<file path="src/rtl/pwl_interp_pipe.sv">
// pwl_interp_pipe: three-stage piecewise-linear interpolator with a
// run-time-programmable breakpoint table and valid/ready streaming.
//
// Each signed sample x is split into a segment index (top bits, offset so that
// the most negative segment maps to entry 0) and an unsigned remainder (low
// SEG_BITS bits). The result is base + ((next - base) * rem) >>> SEG_BITS, where
// base and next are adjacent table entries.
//
// Ports:
//   clk, rst_n             clock, asynchronous active-low reset
//   in_valid/in_ready      input handshake; in_data is x, in_tag is a sideband id
//   out_valid/out_ready    output handshake; out_data is the result, out_tag its id
//   cfg_we/cfg_addr/cfg_data  table write port; addresses >= DEPTH are dropped
//
// The pipeline stalls globally: when the output is held, every stage holds.
// Bubbles travel with the flow and are not collapsed.
module pwl_interp_pipe #(
  parameter int DATA_W   = 8,
  parameter int SEG_BITS = 4,
  parameter int TAG_W    = 4,
  localparam int CFG_AW  = DATA_W - SEG_BITS + 1
) (
  input  logic                     clk,
  input  logic                     rst_n,
  input  logic                     in_valid,
  output logic                     in_ready,
  input  logic [DATA_W-1:0]        in_data,
  input  logic [TAG_W-1:0]         in_tag,
  output logic                     out_valid,
  input  logic                     out_ready,
  output logic [DATA_W-1:0]        out_data,
  output logic [TAG_W-1:0]         out_tag,
  input  logic                     cfg_we,
  input  logic [CFG_AW-1:0]        cfg_addr,
  input  logic [DATA_W-1:0]        cfg_data
);
  localparam int ADDR_W = DATA_W - SEG_BITS;
  localparam int DEPTH  = (1 << ADDR_W) + 1;
  localparam int PW     = DATA_W + SEG_BITS + 2;
  localparam int STAGES = 3;
  localparam logic [CFG_AW-1:0] DEPTH_C = CFG_AW'(DEPTH);

  logic                       advance;
  logic [STAGES:1]            vld_pipe_d, vld_pipe_q;
  logic signed [DATA_W-1:0]   tbl_d [DEPTH];
  logic signed [DATA_W-1:0]   tbl_q [DEPTH];
  logic [CFG_AW-1:0]          rd_addr, rd_nxt;

  // S1
  logic signed [DATA_W-1:0]   s1_base_d, s1_base_q, s1_next_d, s1_next_q;
  logic [SEG_BITS-1:0]        s1_rem_d, s1_rem_q;
  logic [TAG_W-1:0]           s1_tag_d, s1_tag_q;
  // S2
  logic signed [DATA_W:0]     diff;
  logic signed [PW-1:0]       diff_x, rem_x;
  logic signed [PW-1:0]       s2_prod_d, s2_prod_q;
  logic signed [DATA_W-1:0]   s2_base_d, s2_base_q;
  logic [TAG_W-1:0]           s2_tag_d, s2_tag_q;
  // S3
  logic signed [DATA_W-1:0]   out_data_d, out_data_q;
  logic [TAG_W-1:0]           out_tag_d, out_tag_q;

  always_comb begin
    advance = !vld_pipe_q[STAGES] || out_ready;

    // Flipping the sign bit turns the signed segment index into an offset
    // index, so x = most-negative lands on entry 0. The extra top bit lets
    // addr+1 reach the last entry (DEPTH-1) without wrapping.
    rd_addr = {1'b0, ~in_data[DATA_W-1], in_data[DATA_W-2:SEG_BITS]};
    rd_nxt  = rd_addr + CFG_AW'(1);

    // Operands widened so the product of a DATA_W+1 signed difference and an
    // unsigned SEG_BITS remainder cannot overflow.
    diff   = {s1_next_q[DATA_W-1], s1_next_q} - {s1_base_q[DATA_W-1], s1_base_q};
    diff_x = {{(PW-DATA_W-1){diff[DATA_W]}}, diff};
    rem_x  = {{(PW-SEG_BITS){1'b0}}, s1_rem_q};

    vld_pipe_d = vld_pipe_q;
    s1_base_d  = s1_base_q;
    s1_next_d  = s1_next_q;
    s1_rem_d   = s1_rem_q;
    s1_tag_d   = s1_tag_q;
    s2_prod_d  = s2_prod_q;
    s2_base_d  = s2_base_q;
    s2_tag_d   = s2_tag_q;
    out_data_d = out_data_q;
    out_tag_d  = out_tag_q;

    if (advance) begin
      vld_pipe_d = {vld_pipe_q[STAGES-1:1], in_valid};
      // Data registers only load when a real sample arrives; bubbles only
      // clear the valid bit.
      if (in_valid) begin
        s1_base_d = tbl_q[rd_addr];
        s1_next_d = tbl_q[rd_nxt];
        s1_rem_d  = in_data[SEG_BITS-1:0];
        s1_tag_d  = in_tag;
      end
      if (vld_pipe_q[1]) begin
        s2_prod_d = diff_x * rem_x;
        s2_base_d = s1_base_q;
        s2_tag_d  = s1_tag_q;
      end
      if (vld_pipe_q[2]) begin
        // Arithmetic shift floors; the sum lies between base and next, so
        // truncation to DATA_W is exact.
        out_data_d = s2_base_q + DATA_W'(s2_prod_q >>> SEG_BITS);
        out_tag_d  = s2_tag_q;
      end
    end

    // Table writes ignore the stall; S1 reads tbl_q, so a sample accepted on
    // the write edge still sees the old entry.
    tbl_d = tbl_q;
    if (cfg_we && (cfg_addr < DEPTH_C))
      tbl_d[cfg_addr] = cfg_data;
  end

  always_ff @(posedge clk or negedge rst_n) begin
    if (!rst_n) begin
      vld_pipe_q <= '0;
      s1_base_q  <= '0;
      s1_next_q  <= '0;
      s1_rem_q   <= '0;
      s1_tag_q   <= '0;
      s2_prod_q  <= '0;
      s2_base_q  <= '0;
      s2_tag_q   <= '0;
      out_data_q <= '0;
      out_tag_q  <= '0;
      for (int i = 0; i < DEPTH; i++) tbl_q[i] <= '0;
    end else begin
      vld_pipe_q <= vld_pipe_d;
      s1_base_q  <= s1_base_d;
      s1_next_q  <= s1_next_d;
      s1_rem_q   <= s1_rem_d;
      s1_tag_q   <= s1_tag_d;
      s2_prod_q  <= s2_prod_d;
      s2_base_q  <= s2_base_d;
      s2_tag_q   <= s2_tag_d;
      out_data_q <= out_data_d;
      out_tag_q  <= out_tag_d;
      tbl_q      <= tbl_d;
    end
  end

  assign in_ready  = advance;
  assign out_valid = vld_pipe_q[STAGES];
  assign out_data  = out_data_q;
  assign out_tag   = out_tag_q;

endmodule

</file>
<file path="config.mk">
export PLATFORM = sky130hd
export DESIGN_NAME = pwl_interp_pipe
export DESIGN_NICKNAME = d
export VERILOG_FILES = /design/src/rtl/pwl_interp_pipe.sv
export SDC_FILE = /design/constraint.sdc
export NUM_CORES = 1
export LEC_CHECK = 0
export CAP_MARGIN = 20
export CORE_MARGIN = 5
export CORE_UTILIZATION = 23
export DETAILED_ROUTE_END_ITERATION = 16
export PLACE_DENSITY = 0.4
export SETUP_SLACK_MARGIN = 0.05
export SYNTH_ARGS = -nofsm -noshare
export SYNTH_HDL_FRONTEND = slang
export SYNTH_SLANG_ARGS = --single-unit
</file>
<file path="constraint.sdc">
create_clock -name clk -period 6.7 [get_ports clk]
set_input_delay 1.34 -clock clk [delete_from_list [all_inputs] [get_ports clk]]
set_output_delay 1.34 -clock clk [all_outputs]
set_load 0.02 [all_outputs]
</file>
**Word level (Yosys, flattened, before mapping)**

Cells that the tools add are included.

- Add/sub/neg operators: 3
- Multipliers: 1
- Divide/modulo/power cells: 0
- $lt $le $gt $ge: 5
- Equal/unequal tests: 0
- Shift-type cells: 0
- Mux-type cells: 9
- Bitwise operators: 4
- Reductions and logical operators: 7

Operators with widths:

| cell | number |
|---|---|
| $bwmux 136 | 1 |
| $bmux 8 s5 | 2 |
| $demux 8 s5 | 1 |
| $mux 8 | 5 |
| $ge 6x6->1 const B | 3 |
| $mul 9x5->12 | 1 |
| $not 5->6 | 2 |
| $sub 8x8->9 | 1 |
| $add 8x8->8 | 1 |
| $lt 6x1->1 const B | 1 |
| $not 4->6 | 1 |
| $reduce_and 2->1 | 3 |
| $add 4x1->5 const B | 1 |
| $lt 5x5->1 const B | 1 |
| $logic_and 1x1->1 | 2 |
| $logic_not 1->1 | 1 |
| $logic_or 1x1->1 | 1 |
| $not 1->1 | 1 |

- Register bits: 199
- Latch bits: 0
- RAM bits: 0
- Bits in read-only memories: 0
- Input bits: 30
- Output and inout bits: 14
- Logic and storage cells: 56
- Memories kept: 0

**Depth between registers and ports, before layout**

- Depth after elaboration: 6
- Mapped depth: 21
- Depth with buffers taken out: 21

**Worst setup path before layout**

OpenSTA, ideal clock, no wires.

- Path kind: flip-flop to flip-flop
- Start point: register s1_base_q[1]
- End point: register s2_prod_q[10]
- Arrival: 4.682 ns
- Setup slack: 1.888 ns
- Stages on the path, launching flop included: 20
- Clock period less this slack: 4.812 ns
- Cell sequence: dfrtp_1 > inv_1 > ha_1 > nor2b_1 > o21ai_0 > a21boi_0 > o21a_1 > or3_1 > and3_1 > ha_1 > fa_1 > inv_1 > fa_1 > inv_1 > ha_1 > or3_1 > a211o_1 > a31o_2 > a211oi_1 > o21ai_0

- Cells in the longest elaborated chain, start to end: 2

Ends and longest elaborated chain:

| item | RTL line | source |
|---|---|---|
| start, declared | 50 | `logic signed [DATA_W-1:0] s1_base_d, s1_base_q, s1_next_d, s1_next_q;` |
| start signal, assigned | 134 | `s1_base_q <= s1_base_d;` |
| $sub 8x8->9 | 74 | `diff = {s1_next_q[DATA_W-1], s1_next_q} - {s1_base_q[DATA_W-1], s1_base_q};` |
| $mul 9x5->12 | 100 | `s2_prod_d = diff_x * rem_x;` |
| end signal, assigned | 138 | `s2_prod_q <= s2_prod_d;` |
| end, declared | 56 | `logic signed [PW-1:0] s2_prod_d, s2_prod_q;` |

Every way passes these cells.
A chain may end at the register's enable or synchronous reset.

**Final worst setup path**

Same ends and word-level chain as after synthesis.

==> impl_metrics.csv <==
group,metric,value,unit
synth,synthArstFlopShare,100,%
clocking,clk_pin_slew,0.07,ns
route,drtIter0Drc,332,
grt,grt_max_degree,88,
power,seqPwrFrac,29.9,%
sta,setup-violations-final,0,
synth,yosysTopAreaCell,"dfrtp_1",
route,num_vias,6917,
power,power_density,441,nW/um^2
power,power_frac_comb,51.2,%
finish,final_nets,972,
grt,grt_pass1_vias,7323,
grt,grt_pass1_wl,45.3,mm
synth,synth.avg_cell_area,13.0,um^2
synth,synth_edf_count,0,
route,wl_per_cell,18.8,um
synth,synth_top_cell_area_share,43.6,%
sta,fin_skew,0.0112,ns
route,wl_met2,14.1,mm
synth,synthesis.nets,942,
run,drv_cap,0,
synth,synthTopCellsByArea,"dfrtp_1, mux2_2, mux4_2",
critical_path,cp-end-kind,"register",
synth,ys_types,53,
sta,rsz0062_at_grt,"no",
route,wl_met1,13.4,mm
route,wirelength,28.6,mm
sta,slew_headroom,34.5,%
power,switching_power,2200,uW
clocking,hold_buffers,0,
finish,multi_input_area,5910,um^2
die,core,47900,um^2
route,ant_nets,0,
placement,placed_cell_area,12300,um^2
clocking,postCtsResizedCells,0,
critical_path,cp_top_family,"adder cells",
clocking,clk_latency,0.46,ns
grt,overflow,0,
clocking,cts_num_sinks,195,
synth,ys_ff_latch,195,
grt,antenna_found_initial,0,
placement,gp_congestion,0.697,
clocking,cts_tree,"yes",
route,first_pass_iters,4,
critical_path,cp_slowest_cell,"fa_1",
finish,stdcell_area,12900,um^2
clocking,cts_buffers,17,
finish,drive_above_1_share,29.6,%
sta,tns,0,ns
synth,yosys_warnings,0,
power,power.internal,3480,uW
critical_path,path_buf_inv,3,
route,via_per_inst,4.56,
sta,whs,0.466,ns
finish,n_fill_cell,4948,
sta,fin_ws,1.60,ns
sta,tightest_slew,0.982,ns
critical_path,cp_max_fo,4,
die,initial_utilization,23.3,%
die,die_w,231,um
sta,fmax,0.196,GHz
placement,portBuffers,43,
clocking,cts_max_level,4,
critical_path,path_class,"register to register",
finish,area_growth,15.0,%
route,wl_met3,751,um
critical_path,crit_chain,"inv_1 -> ha_1 -> nor2b_1 -> o21ai_0 -> a21boi_0 -> o21a_1 -> or3_1 -> and3_1 -> ha_1 -> fa_1 -> inv_1 -> fa_1 -> inv_1 -> ha_1 -> or3_1 -> a211o_1 -> a31o_2 -> a211oi_1 -> o21ai_0",
die,dieHeight,231,um
clocking,cts_buffer_depth,2,
finish,register_area,4880,um^2
clocking,cts_setup_buffers,0,
synth,synth-main-ff-cell,"dfrtp_1",
power,clkPwrFrac,18.9,%
sta,slew_viol_final,0,
critical_path,cp.required,7.03,ns
synth,synth_cells,860,
power,leakagePower,0.00559,uW
die,die-area,53200,um^2
synth,yosysSeqAreaShare,43.6,%
die,ios,44,
route,highest_layer,"met4",
worst_hold_path,hold_path_class,"register to register",
critical_path,critPathMaxStageDelay,0.53,ns
synth,synth.most_common_cell,"dfrtp_1",
sta,period_needed,5.10,ns
power,peakVddDrop,0.195,mV
placement,dp_hpwl,20.4,mm
clocking,cts-root-buf,"clkbuf_16",
grt,grt_usage,11.1,%
sta,fin_crit_sh,76.2,%
die,fp-row-count,80,
power,sw_frac_of_total,38.7,%
placement,place_ws,1.58,ns
synth,yosys-top-cells-count,"dfrtp_1, mux2_2, nand2_1, inv_1, mux4_2",
critical_path,crit_arrival,5.43,ns
route,drc_errors,0,
power,p_total,5680,uW
sta,finalHoldViolCount,0,
synth,syn_area,11200,um^2
critical_path,cp-start-kind,"register",
status,status,"completed",
finish,diodes,0,
[cells in the final DEF, fill, tap and decap left out, drive strengths merged, types with 3 or more instances in the layout]
cell type | netlist | routed
a21oi | 9 | 9
a32oi | 7 | 7
and2 | 16 | 16
and3 | 6 | 6
buf | 12 | 13
clkbuf | 31 | 22
clkdlybuf4s50 | 0 | 40
dfrtp | 195 | 195
fa | 17 | 17
ha | 35 | 35
inv | 54 | 61
mux2 | 164 | 164
mux2i | 4 | 4
mux4 | 72 | 72
nand2 | 92 | 92
nand3 | 23 | 23
nor2 | 13 | 13
nor2b | 13 | 13
nor3 | 4 | 4
nor3b | 4 | 4
o21a | 5 | 5
o21ai | 31 | 31
o31ai | 3 | 3
xnor2 | 12 | 12
xor2 | 9 | 9
[registers in the layout, summed over array words and instances, names as in the netlist]
signal      cells
out_data        8
out_tag         4
s1_base_q       8
s1_next_q       8
s1_rem_q        4
s1_tag_q        4
s2_base_q       8
s2_prod_q       8
s2_tag_q        4
tbl_q         136
vld_pipe_q      3
[final cells by class]
cell class | instances | area share (%)
Clock buffer | 21 | 3.58
Clock inverter | 11 | 1.06
Inverter | 54 | 1.57
Multi-Input combinational cell | 568 | 45.9
Sequential cell | 195 | 37.9
Tap cell | 615 | 5.98
Timing Repair Buffer | 54 | 3.96
[metrics by stage]
step,std cells,utilization (%)
floorplan,860,-
detailed placement,1486,25.6
global placement,1485,25.6
global route,1518,26.8
finish,1518,26.8
CTS,1518,26.8
[routing by layer]
metal | GRT usage (%) | up-vias
met5 | 0 | -
met4 | 2.82 | 0
met3 | 2.41 | 19
met2 | 18.4 | 77
met1 | 14.8 | 3634
li1 | - | 3187
[path summary, 6_finish.rpt]
kind,startpoint,end,slack [ns],cells after the start
hold reg to reg,vld_pipe_q[2]$_DFFE_PN0N_,vld_pipe_q[3]$_DFFE_PN0N_,0.47,2
setup reg to reg,s1_base_q[1]$_DFFE_PN0P_,s2_prod_q[10]$_DFFE_PN0P_,1.60,19
setup / recovery,s1_base_q[1]$_DFFE_PN0P_,s2_prod_q[10]$_DFFE_PN0P_,1.60,19
max in group asynchronous,rst_n,tbl_q[116]$_DFFE_PN0P_,4.47,2
min in group asynchronous,rst_n,out_tag[0]$_DFFE_PN0P_,0.94,1
hold / removal,vld_pipe_q[2]$_DFFE_PN0N_,vld_pipe_q[3]$_DFFE_PN0N_,0.47,2
[power by group through the flow]
stage | clock [uW] | sequential (uW) | combinational [uW]
6_report | 1070 | 1700 | 2910
5_1_grt | 1160 | 1740 | 3310
4_1_cts | 1120 | 1700 | 2990
3_5_place_dp | 0 | 1730 | 2970
3_3_place_gp | 0 | 1720 | 2940
2_1_floorplan | 0 | 1680 | 2270
[worst reg2reg max path, cell delays in order, from the launching register on]
cell	delay [ns]
dfrtp_1	0.39
inv_1	0.07
ha_1	0.28
nor2b_1	0.12
o21ai_0	0.21
a21boi_0	0.17
o21a_1	0.24
or3_1	0.37
and3_1	0.21
ha_1	0.31
fa_1	0.53
inv_1	0.05
fa_1	0.52
inv_1	0.04
ha_1	0.19
or3_1	0.36
a211o_1	0.31
a31o_2	0.26
a211oi_1	0.22
o21ai_0	0.11
[cells by family after synthesis]
family	count (synthesis)	share of synthesized area [%]
AOI/OAI and AO/OA	75	4.50
xor gates and xnor gates	21	1.64
adders and majority gates	52	6.95
buffers and inverters	97	3.66
DFF	195	43.6
muxes	240	32.0
and+or+nand+nor	180	7.63
Note: power is estimated with default switching activity, not from simulation.
==> edit 1: new RTL, config.mk and constraints unchanged <==
`TAG_W`: 4 -> 3.
--- a/src/rtl/pwl_interp_pipe.sv
+++ b/src/rtl/pwl_interp_pipe.sv
@@ -17,7 +17,7 @@
 module pwl_interp_pipe #(
   parameter int DATA_W   = 8,
   parameter int SEG_BITS = 4,
-  parameter int TAG_W    = 4,
+  parameter int TAG_W    = 3,
   localparam int CFG_AW  = DATA_W - SEG_BITS + 1
 ) (
   input  logic                     clk,
Interface: changed (resized in_tag and out_tag); port bits go from 44 to 42. No check against the original RTL was run, so the function may have changed too.
==> edit 1 against the unedited design <==
  * Wire length down 0.69%
  * Sequential share of layout area down 0.33 points
  * Cell area decreased by 0.67%
  * Sequential cell count decreased by 3
  * Total power fell by 0.53%
  * First-iteration DRC count decreased by 27%
  * Non-clock buffer count shrank 1
  * Die area decreased by 0.68%
  * Area after synthesis decreased by 0.70%
  * Synthesized cell count shrank 1.2%
  * Count of clock-buffer cells in the layout is 1 higher
  * Worst setup slack improved by 0.15 ns
  * Critical endpoint unchanged
  * Largest power group unchanged
==> edit 1: results (changes against the unedited design) <==
GRT
  • Number of global-route vias before repair: 7215 (-1.5%)
  • Antenna violations before repair: 1 (+1)
  • Met1 usage: 15.1% (+0.28 points)
  • Grt met3 use: 2.55% (+0.15 points)
  • First-pass GRT wire length: 45200 um (-0.32%)
  • Met2 GRT Util: 18.2% (-0.18 points)
  • GRT Overall Usage: 11.1% (-0.015 points)
  • Largest net degree at the start of global routing: 124 (+41%)

Timing
  • Worst Skew: 0.0156 ns (+0.00441 ns)
  • Hold WS: 0.480 ns (+0.0137 ns)
  • Worst slew pin tran: 1.16 ns (+0.177 ns)

Layout
  • Layout Cells excl Fill: 1508 (-0.66%)
  • Final #Nets: 961 (-1.1%)
  • Share of cells above drive strength 1: 25.4% (-4.1 points)

Placement
  • Hpwl dp: 19800 um (-2.8%)
  • Routability cong.: 0.723 (+3.8%)
  • # port buffers: 41 (-4.7%)

Yosys
  • Syn nets: 931 (-1.2%)
  • Yosys cell types: 59 (+11%)
  • Most common library cells after synthesis: 192 x dfrtp_1, 131 x mux2_2, 92 x nand2_1
  • Register area share after synthesis: 43.2% (-0.37 points)
  • Syn Inst Count: 850 (-1.2%)

Routing
  • Initial DRC count: 242 (-27%)
  • Total number of vias: 6866 (-0.74%)
  • Drt wl/cell: 18.8 um (about the same)

Worst setup path
  • WP data arrival: 5.29 ns (-0.14 ns)
  • Reg-to-reg slack, setup: 1.74 ns (+0.15 ns)

Status
  • Status: finished clean

Hold path
  • Hold Path Sink: out_data[4]
  • Worst Min Path Start: out_data[4]

Power
  • Switching pwr: 2.22 mW (+1.0%)
-- edit 1: cell types whose count changed after synthesis, moves of 3 or more --
cell     before  now
mux2_1        0   30
o21ai_0      31   17
mux4_1       20   27
mux2_2      164  131
dfrtp_1     195  192
mux4_2       52   45
o21ai_1       0   15
-- edit 1: final cells by class --
cell class,count,area (um2)
Tap cell,615,769
Inverter,54,203
Sequential cell,192,4800
Clock buffer,22,464
Fill cell,4952,35000
Clock inverter,10,120
Multi-Input combinational cell,562,5910
Timing Repair Buffer,53,509
-- edit 1: worst max path at each step --
| stage | from | to | slack, ns | cells after the start |
|---|---|---|---|---|
| floorplan | s1_base_q[1] | s2_prod_q[10] | 2.00 | 19 |
| CTS | s1_base_q[1] | s2_prod_q[11] | 1.69 | 19 |
| global placement | s1_base_q[1] | s2_prod_q[10] | 1.78 | 19 |
| detailed placement | s1_base_q[1] | s2_prod_q[10] | 1.71 | 19 |
| finish | s1_base_q[1] | s2_prod_q[10] | 1.74 | 19 |
| global route | s1_base_q[1] | s2_prod_q[11] | 1.30 | 20 |
-- edit 1: cell families after synthesis --
group / Yosys count / share of synthesized area [%]
simple gates: 178 / 7.89
mux: 237 / 32.2
xor+xnor: 21 / 1.65
compound gates: 74 / 4.41
flops: 192 / 43.2
fa+ha+maj: 52 / 7.00
buf+inv: 96 / 3.64
-- edit 1: layer usage --
layer / up-vias / part of all wire, %
li1: 3179 / -
met4: 2 / 0.79
met1: 3592 / 48
met3: 11 / 2.7
met2: 82 / 49
met5: - / 0.046
-- edit 1: stage by stage --
stage	power (mW)	setup slack [ns]	utilization, %
after detailed placement	4.69	1.71	25.6
after global placement	4.65	1.78	25.5
after CTS	5.77	1.69	26.8
after global routing	6.22	1.30	26.8
final	5.65	1.74	26.8
after floorplan	3.96	2.00	-
==> edit 2: new RTL, config.mk and constraints unchanged <==
Made on the original files. Add an input register stage for `cfg_we`, `cfg_addr` and `cfg_data`; this delays them by one clock. The other inputs are not delayed to match.
--- a/src/rtl/pwl_interp_pipe.sv
+++ b/src/rtl/pwl_interp_pipe.sv
@@ -39,6 +39,16 @@
   localparam int PW     = DATA_W + SEG_BITS + 2;
   localparam int STAGES = 3;
   localparam logic [CFG_AW-1:0] DEPTH_C = CFG_AW'(DEPTH);
+
+  logic cfg_we_q;
+  logic [CFG_AW-1:0] cfg_addr_q;
+  logic [DATA_W-1:0] cfg_data_q;
+
+  always_ff @(posedge clk) begin
+    cfg_we_q   <= cfg_we;
+    cfg_addr_q <= cfg_addr;
+    cfg_data_q <= cfg_data;
+  end
 
   logic                       advance;
   logic [STAGES:1]            vld_pipe_d, vld_pipe_q;
@@ -112,8 +122,8 @@
     // Table writes ignore the stall; S1 reads tbl_q, so a sample accepted on
     // the write edge still sees the old entry.
     tbl_d = tbl_q;
-    if (cfg_we && (cfg_addr < DEPTH_C))
-      tbl_d[cfg_addr] = cfg_data;
+    if (cfg_we_q && (cfg_addr_q < DEPTH_C))
+      tbl_d[cfg_addr_q] = cfg_data_q;
   end
 
   always_ff @(posedge clk or negedge rst_n) begin
Function: changed (a bounded check fails within 10 cycles, from zero or initial values and one cycle with rst_n low).
==> edit 2 against the unedited design <==
  * Sequential cell count rose by 14
  * Cell area rose by 5.1%
  * First-iteration DRC count fell by 33%
  * Count of clock-buffer cells in the layout rose by 11
  * Utilization rose by 0.28 points
  * Critical path depth did not move
  * Via count rose by 1.5%
  * Total power rose by 8.1%
  * Worst setup slack improved by 0.049 ns
  * Wire length rose by 5.3%
  * Cell count rose by 5.5%
  * Area after synthesis rose by 2.9%
  * Highest routed layer unchanged
==> edit 2: results (changes against the unedited design) <==
Status
  • Status: finished clean

Layout
  • Num sequential: 209 (+7.2%)
  • Multi-In Gates: 567 (-0.18%)
  • Buffer share of cell area: 3.86% (-0.099 points)
  • Clk tree area frac: 6.22% (+1.6 points)
  • Multi-input combinational area share: 44.1% (-1.9 points)
  • Final #Nets: 993 (+2.2%)
  • Layout Cells excl Fill: 1602 (+5.5%)
  • Fillers: 5224 (+5.6%)
  • Clock buffers: 32 (+52%)
  • Seq/total area: 38.2% (+0.24 points)
  • Multi-input combinational cell area: 5960 um2 (+0.76%)

Yosys
  • Syn nets: 956 (+1.5%)
  • Yosys cell types: 56 (+5.7%)
  • Fraction of registers with async set or reset after synthesis: 93.3% (-6.7 points)
  • Mapped Avg Cell Area: 13.2 um2 (+1.2%)
  • Ranking of synthesized cells by area: dfrtp_1 42%, mux2_2 16%, mux4_2 8.8%, mux4_1 6.2%, ha_1 3.8%
  • Most common library cells after synthesis: 195 x dfrtp_1, 164 x mux2_2, 91 x nand2_1
  • Register area share after synthesis: 44.8% (+1.2 points)
  • Syn Inst Count: 874 (+1.6%)

Timing
  • Worst slew pin tran: 0.980 ns (-0.00180 ns)
  • Final count of hold timing violations: 0 (unchanged)
  • Worst Skew: 0.0178 ns (+0.00665 ns)
  • Hold WS: 0.475 ns (+0.00900 ns)
  • Final period util: 75.4% (-0.73 points)

GRT
  • GRT Overall Usage: 11.2% (+0.15 points)
  • First-pass GRT wire length: 47200 um (+4.0%)
  • Largest net degree at the start of global routing: 164 (+86%)
  • Number of global-route vias before repair: 7444 (+1.7%)

Placement
  • Hpwl dp: 20000 um (-1.6%)

Power
  • Pleak: 5.90 nW (+5.6%)
  • Peak supply drop: 0.259 mV (+33%)
  • Switching Share: 37.5% (-1.2 points)

Routing
  • Drt wl/cell: 18.8 um (-0.24%)
  • Initial DRC count: 224 (-33%)
  • Total number of vias: 7022 (+1.5%)
  • Met3 Routed Length: 808 um (+7.6%)

Worst setup path
  • Critical path's slowest cell: fa_1
  • Reg-to-reg slack, setup: 1.65 ns (+0.05 ns)
  • WP data arrival: 5.47 ns (+0.04 ns)

CTS
  • CTS resizes: 0 (unchanged)
  • H-tree depth: 1 (-3)
  • Worst skew pair latency: 0.55 ns (+0.09 ns)
  • Maximum clock insertion buffer count: 3 (+1)
  • Num CTS Buffers: 25 (+8)

Hold path
  • Hold Path Sink: out_data[7]
-- edit 2: cells by family (layout without fill, tap and decap cells) --
logic type | after synthesis | in the layout | synth area share [%]
flip-flops | 209 | 209 | 44.8
AO/OA/AOI/OAI | 74 | 74 | 4.36
AND/OR/NAND/NOR | 180 | 180 | 7.54
buffers and inverters | 98 | 154 | 3.58
XOR/XNOR | 21 | 21 | 1.60
adder cells (fa/ha/maj) | 52 | 52 | 6.76
multiplexers | 240 | 240 | 31.4
-- edit 2: power by group through the flow --
stage                     registers [mW]  clock network [mW]  logic (mW)
after floorplan                     1.78                   0        2.32
after global placement              1.83                   0        2.98
after detailed placement            1.84                   0        2.98
after CTS                           1.82                1.45        3.01
after global routing                1.86                1.50        3.39
final                               1.81                1.39        2.94
-- edit 2: layer usage --
layer  up-vias  GRT usage [%]
met5         -              0
met4         0           2.57
met3        40           1.66
met1      3602           15.7
li1       3280              -
met2       100           18.6
